--- config.mk ---
export PLATFORM = sky130hd
export DESIGN_NAME = nrisc_mem_arbiter
export DESIGN_NICKNAME = d
export VERILOG_FILES = /design/src/rtl/nrisc_arb_pkg.sv /design/src/rtl/nrisc_rr_pick.sv /design/src/rtl/nrisc_mem_arbiter.sv
export SDC_FILE = /design/constraint.sdc
export NUM_CORES = 1
export LEC_CHECK = 0
export BUFFER_PORTS_ARGS = -buffer_cell sky130_fd_sc_hd__buf_4
export CAP_MARGIN = 20
export CORE_ASPECT_RATIO = 1.75
export CORE_MARGIN = 10
export CORE_UTILIZATION = 35
export CTS_BUF_LIST = sky130_fd_sc_hd__clkbuf_4 sky130_fd_sc_hd__clkbuf_8
export CTS_CLUSTER_SIZE = 20
export DETAILED_ROUTE_END_ITERATION = 8
export PLACE_DENSITY = 0.71
export SYNTH_ARGS = -nofsm -noshare
export SYNTH_HDL_FRONTEND = slang
export SYNTH_SLANG_ARGS = --single-unit
--- constraint.sdc ---
create_clock -name clk -period 5 [get_ports clk]
set_input_delay 0.25 -clock clk [delete_from_list [all_inputs] [get_ports clk]]
set_output_delay 0.25 -clock clk [all_outputs]
set_load 0.03 [all_outputs]
--- src/rtl/nrisc_arb_pkg.sv ---
// Shared constants, state encoding and rotation helper for the nRISC memory arbiter.
package nrisc_arb_pkg;

    localparam int NREQ  = 3;
    localparam int CNT_W = 2;

    localparam logic [1:0] REQ_FETCH = 2'd0;
    localparam logic [1:0] REQ_DATA  = 2'd1;
    localparam logic [1:0] REQ_EXT   = 2'd2;

    typedef enum logic [1:0] {
        IDLE  = 2'd0,
        ISSUE = 2'd1,
        WAIT  = 2'd2,
        RESP  = 2'd3
    } arb_state_t;

    // (ptr + step) mod NREQ for step in 0..3
    function automatic logic [1:0] rr_slot(input logic [1:0] ptr, input logic [1:0] step);
        logic [2:0] s;
        s = {1'b0, ptr} + {1'b0, step};
        if (s >= 3'(NREQ)) begin
            s = s - 3'(NREQ);
        end
        return s[1:0];
    endfunction

endpackage

--- src/rtl/nrisc_rr_pick.sv ---
// Combinational 3-way rotating-priority picker: first set req after rr_ptr wins.
module nrisc_rr_pick
    import nrisc_arb_pkg::*;
(
    input  logic [NREQ-1:0] req,
    input  logic [1:0]      rr_ptr,
    output logic            gnt_valid,
    output logic [1:0]      gnt_idx
);

    logic [1:0] slot;

    always_comb begin
        gnt_valid = 1'b0;
        gnt_idx   = REQ_FETCH;
        slot      = 2'd0;
        // Lowest priority first so the nearest set bit after rr_ptr overwrites the rest.
        for (int k = NREQ; k >= 1; k--) begin
            slot = rr_slot(rr_ptr, 2'(k));
            if (req[slot]) begin
                gnt_valid = 1'b1;
                gnt_idx   = slot;
            end
        end
    end

endmodule

--- src/rtl/nrisc_mem_arbiter.sv ---
// Round-robin arbiter sharing one single-port memory between fetch, data and DMA/debug.
// Define NRISC_ARB_LOCK_EN to enable the requester-2 locked mode for atomic read-modify-write.
//
// state | meaning
// IDLE  | nothing in flight, arbitrate pending requests
// ISSUE | one-cycle mem_en strobe for the granted access
// WAIT  | counting down the memory read latency
// RESP  | ack pulse to the grantee, read data presented
module nrisc_mem_arbiter
    import nrisc_arb_pkg::*;
#(
    parameter int TAM     = 16,
    parameter int MEM_LAT = 1
) (
    input  logic                clk,
    input  logic                rst,
    input  logic [NREQ-1:0]     req,
    input  logic [NREQ-1:0]     we,
    input  logic                lock,
    input  logic [NREQ*TAM-1:0] addr,
    input  logic [NREQ*TAM-1:0] wdata,
    output logic [NREQ-1:0]     ack,
    output logic [TAM-1:0]      rdata,
    output logic                busy,
    output logic                mem_en,
    output logic                mem_we,
    output logic [TAM-1:0]      mem_addr,
    output logic [TAM-1:0]      mem_wdata,
    input  logic [TAM-1:0]      mem_rdata
);

    if (MEM_LAT < 1 || MEM_LAT > 3) begin : g_lat_check
        $error("nrisc_mem_arbiter: MEM_LAT must be in 1..3");
    end

    arb_state_t       state;
    logic [1:0]       rr_ptr;
    logic [1:0]       gidx;
    logic [CNT_W-1:0] cnt;
    logic [NREQ-1:0]  req_eff;
    logic             pick_valid;
    logic [1:0]       pick_idx;

`ifdef NRISC_ARB_LOCK_EN
    logic locked;
    assign req_eff = (locked && lock) ? (req & 3'b100) : req;
`else
    logic unused_lock;
    assign unused_lock = lock;
    assign req_eff     = req;
`endif

    nrisc_rr_pick u_pick (
        .req       (req_eff),
        .rr_ptr    (rr_ptr),
        .gnt_valid (pick_valid),
        .gnt_idx   (pick_idx)
    );

    always_ff @(posedge clk or negedge rst) begin
        if (!rst) begin
            state     <= IDLE;
            rr_ptr    <= REQ_EXT;
            gidx      <= REQ_FETCH;
            cnt       <= '0;
            ack       <= '0;
            rdata     <= '0;
            busy      <= 1'b0;
            mem_en    <= 1'b0;
            mem_we    <= 1'b0;
            mem_addr  <= '0;
            mem_wdata <= '0;
`ifdef NRISC_ARB_LOCK_EN
            locked    <= 1'b0;
`endif
        end else begin
            ack    <= '0;
            mem_en <= 1'b0;
            case (state)
                IDLE: begin
`ifdef NRISC_ARB_LOCK_EN
                    locked <= lock && (locked || (pick_valid && pick_idx == REQ_EXT));
`endif
                    if (pick_valid) begin
                        state     <= ISSUE;
                        busy      <= 1'b1;
                        rr_ptr    <= pick_idx;
                        gidx      <= pick_idx;
                        mem_en    <= 1'b1;
                        mem_we    <= we[pick_idx];
                        mem_addr  <= addr[int'(pick_idx)*TAM +: TAM];
                        mem_wdata <= wdata[int'(pick_idx)*TAM +: TAM];
                    end
                end
                ISSUE: begin
                    if (mem_we) begin
                        state     <= RESP;
                        ack[gidx] <= 1'b1;
                        mem_we    <= 1'b0;
                    end else begin
                        // Reads spend MEM_LAT cycles in WAIT so capture lines up with valid mem_rdata.
                        state <= WAIT;
                        cnt   <= CNT_W'(MEM_LAT - 1);
                    end
                end
                WAIT: begin
                    if (cnt == '0) begin
                        state     <= RESP;
                        ack[gidx] <= 1'b1;
                        rdata     <= mem_rdata;
                    end else begin
                        cnt <= cnt - 1'b1;
                    end
                end
                RESP: begin
                    state <= IDLE;
                    busy  <= 1'b0;
                end
                default: state <= IDLE;
            endcase
        end
    end

endmodule
==> results of run 1 <==
critical path: cells and delay by family (launching register included):
family / cells / cell delay (ns)
simple gates: 2 / 0.71
flops: 1 / 0.48
buf+inv: 3 / 0.73
fa+ha+maj: 2 / 0.73
compound gates: 1 / 0.32
area by class of cell:
class                      count  area (um2)  area share (%)
inverter                      10        37.5           0.736
sequential                    61        1530            30.0
tap                          125         156            3.07
clock buffer                  11         151            2.97
multi-input combinational    242        1790            35.2
clock inverter                 4        47.5           0.933
timing repair buffer         179        1380            27.1
per-layer routing:
metal | track usage [%] | up-vias
li1 | - | 1588
met1 | 17.1 | 1686
met2 | 29.6 | 134
met3 | 6.46 | 15
met4 | 5.72 | 0
met5 | 0 | -
report_power, final:
part           internal (W)  total, W  switching [W]  leakage [nW]
registers          0.000738  0.000864       0.000126         0.743
logic              0.000910   0.00239        0.00148          1.54
clock network      0.000253  0.000445       0.000192         0.101
layout by cell type (no fill, tap or decap), types with 2 or more instances in the layout:
master,netlist,layout
sky130_fd_sc_hd__a21boi_0,2,2
sky130_fd_sc_hd__a21oi_1,4,4
sky130_fd_sc_hd__buf_16,0,2
sky130_fd_sc_hd__buf_4,2,177
sky130_fd_sc_hd__clkbuf_8,0,11
sky130_fd_sc_hd__clkinv_2,0,2
sky130_fd_sc_hd__dfrtp_1,60,60
sky130_fd_sc_hd__ha_1,9,9
sky130_fd_sc_hd__inv_1,10,10
sky130_fd_sc_hd__mux2_2,17,17
sky130_fd_sc_hd__nand2_1,6,6
sky130_fd_sc_hd__nand2b_1,4,3
sky130_fd_sc_hd__nor2_1,34,33
sky130_fd_sc_hd__nor2b_1,2,2
sky130_fd_sc_hd__nor3_1,71,71
sky130_fd_sc_hd__nor3b_1,2,2
sky130_fd_sc_hd__o21ai_0,38,38
sky130_fd_sc_hd__o21ai_1,2,2
sky130_fd_sc_hd__o41ai_1,3,3
sky130_fd_sc_hd__o41ai_2,30,30
through the flow:
stage	worst slack [ns]	power (W)	utilization [%]	cell area, um2	instances
2_1_floorplan	2.76	0.00251	-	3510	344
3_3_place_gp	2.00	0.00317	49.2	4840	615
3_5_place_dp	1.90	0.00330	49.7	4900	617
4_1_cts	1.89	0.00377	51.8	5100	632
5_1_grt	1.67	0.00397	51.8	5100	632
6_report	1.91	0.00370	51.8	5100	632
registers in the layout, indices dropped and copies added (netlist names), 2 cells and up:
register and cells:
rdata 16, rr_ptr 2, mem_wdata 16, cnt 2, ack 3, mem_addr 16
state 2
kinds of logic after synthesis:
kind of cell	synth area share, %
AOI/OAI and AO/OA	24.7
adders and majority gates	3.53
buffers and inverters	5.89
DFF	43.6
muxes	5.74
and+or+nand+nor	16.6
worst max-delay path by stage:
stage,start,end
after floorplan,rr_ptr[1]$_DFFE_PN1P_,mem_addr[0]$_DFFE_PN0P_
after global placement,rr_ptr[0]$_DFFE_PN0P_,mem_addr[1]$_DFFE_PN0P_
after detailed placement,rr_ptr[0]$_DFFE_PN0P_,mem_addr[12]$_DFFE_PN0P_
after CTS,rr_ptr[0]$_DFFE_PN0P_,mem_addr[12]$_DFFE_PN0P_
after global routing,rr_ptr[0]$_DFFE_PN0P_,mem_addr[2]$_DFFE_PN0P_
final,rr_ptr[0]$_DFFE_PN0P_,mem_wdata[15]$_DFFE_PN0P_
==> results by stage, run 1 <==
Placement:
- Once detailed placement completed, the half-perimeter wirelength came to 9040 um.
- The number of buffer cells added on primary ports is roughly 170.
- The routability congestion estimate from global placement is approximately 0.80.

Setup path:
- The category of the critical setup timing path is reg2reg.
- The depth of the worst register-to-register path is 8.
- STA classifies the critical path startpoint as a flip-flop.
- Among all stages on the critical path, the largest delay is contributed by sky130_fd_sc_hd__nor2_4.
- The data required time at the worst endpoint is ~5.2 ns.
- Data arrives at the worst endpoint at around 3.3 ns.
- The cell that appears most often on the critical path is sky130_fd_sc_hd__inv_1.
- The setup slack on the worst flop-to-flop path is about 1.9 ns.
- The kind of end point of the critical path is a flip-flop.
- Of all nets on the critical path, the largest fanout is 35.
- In this design, the stage delay of the slowest critical-path cell is slightly below 0.6 ns.
- Traced cell by cell, the critical path runs through inv_1 -> ha_1 -> inv_1 -> maj3_2 -> nor2_4 -> buf_4 -> nor3_1 -> o41ai_2.
- In this run the critical register-to-register path is launched from rr_ptr[0]$_DFFE_PN0P_.
- The endpoint identified for the worst register-to-register timing path is mem_wdata[15]$_DFFE_PN0P_.

Floorplanning:
- For this configuration, the core starts out at a cell density of around 36%.
- The floorplan step defined a core boundary enclosing 9850 um2.
- The floorplan has 48 rows.
- roughly 180 I/O pins were placed.
- The die outline area is between 10000 and 15000 um2.
- Measured along the x axis, the die boundary spans between 90 and 100 um.
- The floorplan step set the die height to between 150 and 200 um.

Synthesis:
- After synthesis, the most frequently instantiated cells are sky130_fd_sc_hd__nor3_1, sky130_fd_sc_hd__dfrtp_1, sky130_fd_sc_hd__o21ai_0, sky130_fd_sc_hd__nor2_1, sky130_fd_sc_hd__o41ai_2.
- The part of the Yosys area used for sequential elements is between 40% and 50%.
- The average cell area after synthesis is 10.2 um2.
- The warning count from the yosys run is 0.
- The flop and latch count out of synthesis is 61.
- The net count after synthesis is ~470.
- The portion of synthesized cell area occupied by the leading cell type is 42.8%.
- The most frequent cell after synthesis is sky130_fd_sc_hd__nor3_1.
- The synthesized design contains 0 enable-type register cells.
- The synthesized netlist contains 39 unique library cells.
- The prevailing post-synth register cell is sky130_fd_sc_hd__dfrtp_1.
- The area of the mapped netlist is approximately 3500 um2.
- The library cell with the largest summed area after synthesis is sky130_fd_sc_hd__dfrtp_1.
- Yosys attributes the largest share of cell area to sky130_fd_sc_hd__dfrtp_1, sky130_fd_sc_hd__o41ai_2, sky130_fd_sc_hd__nor3_1.
- The share of synthesized flip-flops with an asynchronous set or reset is 100%.
- Synthesis handed over a netlist of about 340 instances.

STA:
- The final count of pins violating max slew came to 0.
- The period utilization is between 60% and 70%.
- Setup repair after global routing left no endpoint under its margin.
- Final hold analysis gives a worst-case slack of -0.00588 ns.
- Static timing analysis puts the maximum clock frequency at about 320 MHz.
- The shortest period the worst path allows is ~3.1 ns.
- The count of final hold-check violations was 3.
- After routing, the total negative slack on setup checks comes to 0 ns.
- For the pin with the worst max-slew slack, the measured transition is 0.807 ns.
- On the final layout, the worst clock skew is about 0.015 ns.
- The worst max-slew margin expressed relative to the limit is between 40% and 50%.
- Setup violations remaining at the end of the flow were counted as 0.

Finish:
- The share of cells above drive strength 1 is between 40% and 50%.
- The count of fill cells added during filler insertion is 939.
- The total number of nets in the final design is approximately 630.
- The repair_antennas step left the layout with diodes totalling 0.
- The relative area change from synthesis to final layout is 45.4%.

Pwr:
- In this run the static leakage power is about 2.4 nW.
- The peak ir drop on the vdd network is 0.379 mV.
- The ratio of total power to cell area is between 700 and 800 nW/um2.

Route:
- In the routed design, unresolved DRC markers number 0.
- The detailed router finished its first iteration with ~120 violations.
- Dividing the detail-routed via count by the number of cells gives about 5.4.
- Detailed routing placed a total of approximately 1100 um of wire on met3.
- In this run the top signal layer used is met4.
- Detailed routing placed a total of around 6500 um of wire on met2.
- Once detail routing completed, the nets flagged for antenna violations numbered 0.
- After detailed routing, the average wire length per cell comes to just under 20 um.
- The routed layout has approximately 3400 vias.
- The met1 routed wirelength after detailed routing is approximately 4400 um.
- The final wirelength is 12300 um.
- The pre-antenna-repair detailed-routing pass consisted of 5 iterations.

Clock tree:
- At the later pin of the worst-skew pair, clock insertion delay measures around 0.34 ns.
- The number of buffers inserted by post-CTS setup repair is 0.
- The hold buffer count at cts is 0.
- CTS saw about 60 sinks.
- Buffers inserted during clock tree synthesis total 9.
- After clock tree synthesis, the repair step resized 0 gates.
- Clock tree synthesis selected as its root buffer the cell sky130_fd_sc_hd__clkbuf_8.
- Counting along the longest clock path gives a buffer depth of 2.
- The clock transition at the registers of the reported paths is roughly 0.080 ns.
- The number of levels in the clock H-tree is 3.
- The TritonCTS clock tree is done.

GRT:
- The pin count of the biggest net entering global routing is 62.
- The via count of the first global-routing pass was ~3800.
- The initial antenna violation count is 0.
- In the global route stage, overall resource usage came out at 16.7%.
- Summed over all layers, the global routing overflow is 0.
- The first global-routing pass estimated 19500 um of wire.

Hold path:
- The tightest min-delay check is of the in2async type.

Run status:
- The final reports fail on negative hold slack.
- The flow ran to the end, but the final reports show violations.

Run:
- The max capacitance violation total is 0.
Power figures use the tool's default switching activity.
==> run 2: changes to the inputs <==
PLACE_DENSITY = 0.73   (was 0.71)
clock period = 2.8 ns   (was 5 ns; I/O delays follow)
==> run 2 against run 1 <==
Net effect:
- clock power increased by 90%
- clock skew decreased by 0.0041 ns
- combinational power increased by 82%
- wire length decreased by 1.1%
- sequential cell count unchanged
- final area increased by 1.6%
- clock-buffer cell count increased by 4
- hold slack improved by 0.036 ns
- the run now ends clean
- maximum frequency increased by 18%
- cell count increased by 0.95%
- critical path depth unchanged
- register-to-register slack got worse by 1.7 ns
==> results by stage, run 2 (synthesized netlist as in run 1, its figures left out) <==
Clock tree:
- The H-tree generated during clock tree synthesis spans 3 levels.
- Buffers inserted during clock tree synthesis total 9.
- Clock-pin slew was measured on the worst setup and hold paths at around 0.07 ns.
- The clock sink count is a little over 60.
- The TritonCTS clock tree is done.
- The buffer type at the clock tree root is sky130_fd_sc_hd__clkbuf_8.
- For the worst-skew pair, the clock arrives at the later sink with an insertion delay of between 0.3 and 0.4 ns.
- Counting along the longest clock path gives a buffer depth of 2.

Setup path:
- The origin of the critical flop-to-flop path is rr_ptr[0]$_DFFE_PN0P_.
- The number of logic stages on the critical path including buffering is 8.
- In this design, the critical path's most frequently occurring cell is sky130_fd_sc_hd__inv_1.
- The cell family contributing the most delay on the critical path is adder cells.
- The maximum single-stage delay on the critical path is ~0.48 ns.
- The critical-path cell with the highest stage delay is sky130_fd_sc_hd__dfrtp_1.
- Measured in cells, the most critical reg-to-reg path has a length of 8.
- Traced cell by cell, the critical path runs through inv_1 -> ha_1 -> inv_1 -> maj3_2 -> nor2_4 -> buf_12 -> nor3_1 -> o41ai_1.
- The worst register-to-register path ends at mem_wdata[3]$_DFFE_PN0P_.
- Of all nets on the critical path, the largest fanout is a little over 60.
- The setup slack on the worst flop-to-flop path is ~0.17 ns.
- Counting both buffers and inverters, the worst setup path holds a total of 3.
- The category of the critical setup timing path is reg2reg.
- The kind of end point of the critical path is a flip-flop.
- The data required time at the worst endpoint is 3.00 ns.
- STA classifies the critical path startpoint as a flip-flop.
- At the worst endpoint, the arrival time is ~2.8 ns.

Route:
- The number of nets with antenna violations after routing is 0.
- The first routing iteration left between 150 and 200 violations.
- The detailed router placed 3424 vias in this run.
- Dividing the detail-routed via count by the number of cells gives approximately 5.4.
- Before antenna repair, the detailed router went through 4 iterations.
- The post-detailed-route wirelength per cell is roughly 19 um.
- The number of DRC violations after detailed routing is 0.
- The final wirelength is 12100 um.

Floorplanning:
- The die outline area is roughly 15000 um2.
- The I/O pin count is roughly 180.
- Measured along the y axis, the die boundary spans 152 um.
- The count of standard-cell rows is 48.
- The initial utilization of the core area, before any placement, comes to a little over a third.
- The die span in x is around 96 um.
- The core region is just under 10000 um2.

Finish:
- The largest registers in the layout are mem_addr: 16 flops, mem_wdata: 16 flops, rdata: 16 flops.
- In the layout the commonest cells are sky130_fd_sc_hd__buf_4, sky130_fd_sc_hd__nor3_1, sky130_fd_sc_hd__dfrtp_1, sky130_fd_sc_hd__o21ai_0, sky130_fd_sc_hd__nor2_1.
- Once layout is done, the placed cells without fillers occupy between 5000 and 6000 um2.
- Summing all flip-flop and latch instances after layout gives approximately 1500 um2.
- The multi-input combinational cells in the finished layout cover a total of approximately 1800 um2.
- The relative area change from synthesis to final layout is 47.7%.
- The repair_antennas step left the layout with diodes totalling 0.
- Of the cells placed in the final design, the portion with a size suffix greater than 1 is around half.
- Cells fill around 53% of the core in the end.
- The layout has 915 filler cells.
- The total number of nets in the final design is 638.
- Leaving out fill and tap cells, the most frequent cell in the layout is sky130_fd_sc_hd__buf_4.

GRT:
- Entering global routing, the biggest net connects 63 pins.
- Summed over all layers, the global routing overflow is 0.
- The via count of the first global-routing pass came to ~3700.
- The initial antenna violation count is 0.
- The overall routing resource usage is around 16%.
- The wire length of the first global-routing pass is roughly 19000 um.

STA:
- The total negative slack for setup checks is 0 ns.
- The count of final hold-check violations was 0.
- The setup skew after layout is ~0.011 ns.
- Setup repair after global routing left no endpoint under its margin.
- In the finished design, the share of the clock period the worst path needs comes to approximately 94%.
- The final count of pins violating max slew is 0.
- Derived from the worst setup path, the maximum achievable clock frequency is around 380 MHz.
- In this run the tightest slew margin relative to its limit is a little under half.
- Setup violations remaining at the end of the flow were counted as 0.
- At the pin with the least slew margin, the transition time is about 0.8 ns.
- The routed design could run at a clock period as short as about 2.6 ns.

Hold path:
- The worst hold path passes through 2 cells.
- The endpoint of the worst hold-timing path is rdata[3]$_DFFE_PN0P_.
- The worst hold-check path type is in2reg.
- The startpoint of the tightest hold check path is mem_rdata[3].

Pwr:
- The combinational cell fraction of total power is between 60 and 70%.
- The ratio of total power to cell area is ~1300 nW/um2.
- The analysis attributes to net switching a power of about 0.0032 W.
- Of the total power, the share spent switching nets is between 40% and 50%.
- The power share of the clock group is between 10% and 20%.
- Of the total power, registers draw a little under a quarter.
- The worst-case IR drop observed on VDD is slightly below 0.7 mV.
- In this run the static leakage power is about 2.4 nW.
- The internal portion of the total power is around 0.0035 W.

Placement:
- The routability congestion estimate from global placement is ~0.80.
- Once detailed placement completed, the half-perimeter wirelength came to about 9200 um.
- The number of buffer cells added on primary ports is approximately 170.
- The post-place instance area is 4940 um2.

Run status:
- The flow ran to the end, and the final reports show no timing, DRC or antenna violations.

Run:
- The tool flagged a number of max-cap violations equal to 0.
[run 2: timing repair]
action | 4_1_cts | 5_1_grt
gates resized for setup | 0 | 1
setup endpoints to repair | 0 | 4
endpoints found under the hold margin | 60 | 0
setup buffers | 0 | 0
hold buffers | 1 | 0
[run 2: final cells by class]
type | count | area share, %
Sequential cell | 61 | 29.5
Tap cell | 125 | 3.02
Timing Repair Buffer | 184 | 27.7
Multi-Input combinational cell | 242 | 34.9
Inverter | 10 | 0.725
Clock inverter | 1 | 0.580
Clock buffer | 15 | 3.62
[run 2: worst max path at each step]
stage | from | end | slack, ns
after floorplan | rr_ptr[1]$_DFFE_PN1P_ | mem_addr[0]$_DFFE_PN0P_ | 0.56
after global placement | rr_ptr[0]$_DFFE_PN0P_ | mem_wdata[3]$_DFFE_PN0P_ | 0.27
after detailed placement | rr_ptr[0]$_DFFE_PN0P_ | mem_wdata[3]$_DFFE_PN0P_ | 0.16
after CTS | rr_ptr[0]$_DFFE_PN0P_ | mem_wdata[3]$_DFFE_PN0P_ | 0.14
after global routing | rr_ptr[0]$_DFFE_PN0P_ | mem_wdata[3]$_DFFE_PN0P_ | 0.04
final | rr_ptr[0]$_DFFE_PN0P_ | mem_wdata[3]$_DFFE_PN0P_ | 0.17
[run 2: per-stage QoR]
step,total power [W],hold WS (ns),cells,worst slack [ns]
3_3_place_gp,0.00582,0.271,621,0.268
6_report,0.00675,0.0300,638,0.171
3_5_place_dp,0.00595,0.276,621,0.162
2_1_floorplan,0.00449,-0.156,344,0.562
4_1_cts,0.00683,0.00811,638,0.140
5_1_grt,0.00720,0.00887,638,0.0395
[run 2: routing by layer]
metal / track usage [%] / wire, um
met5: 0 / 0
met4: 5.29 / 216
met3: 7.05 / 1340
met2: 28.8 / 6410
met1: 15.6 / 4160
[run 2: power by group through the flow]
| stage | sequential (W) | combinational (W) | clock, W |
|---|---|---|---|
| 2_1_floorplan | 0.00228 | 0.00221 | 0 |
| 3_3_place_gp | 0.00154 | 0.00429 | 0 |
| 3_5_place_dp | 0.00157 | 0.00438 | 0 |
| 4_1_cts | 0.00156 | 0.00439 | 0.000878 |
| 5_1_grt | 0.00161 | 0.00468 | 0.000914 |
| 6_report | 0.00156 | 0.00435 | 0.000846 |
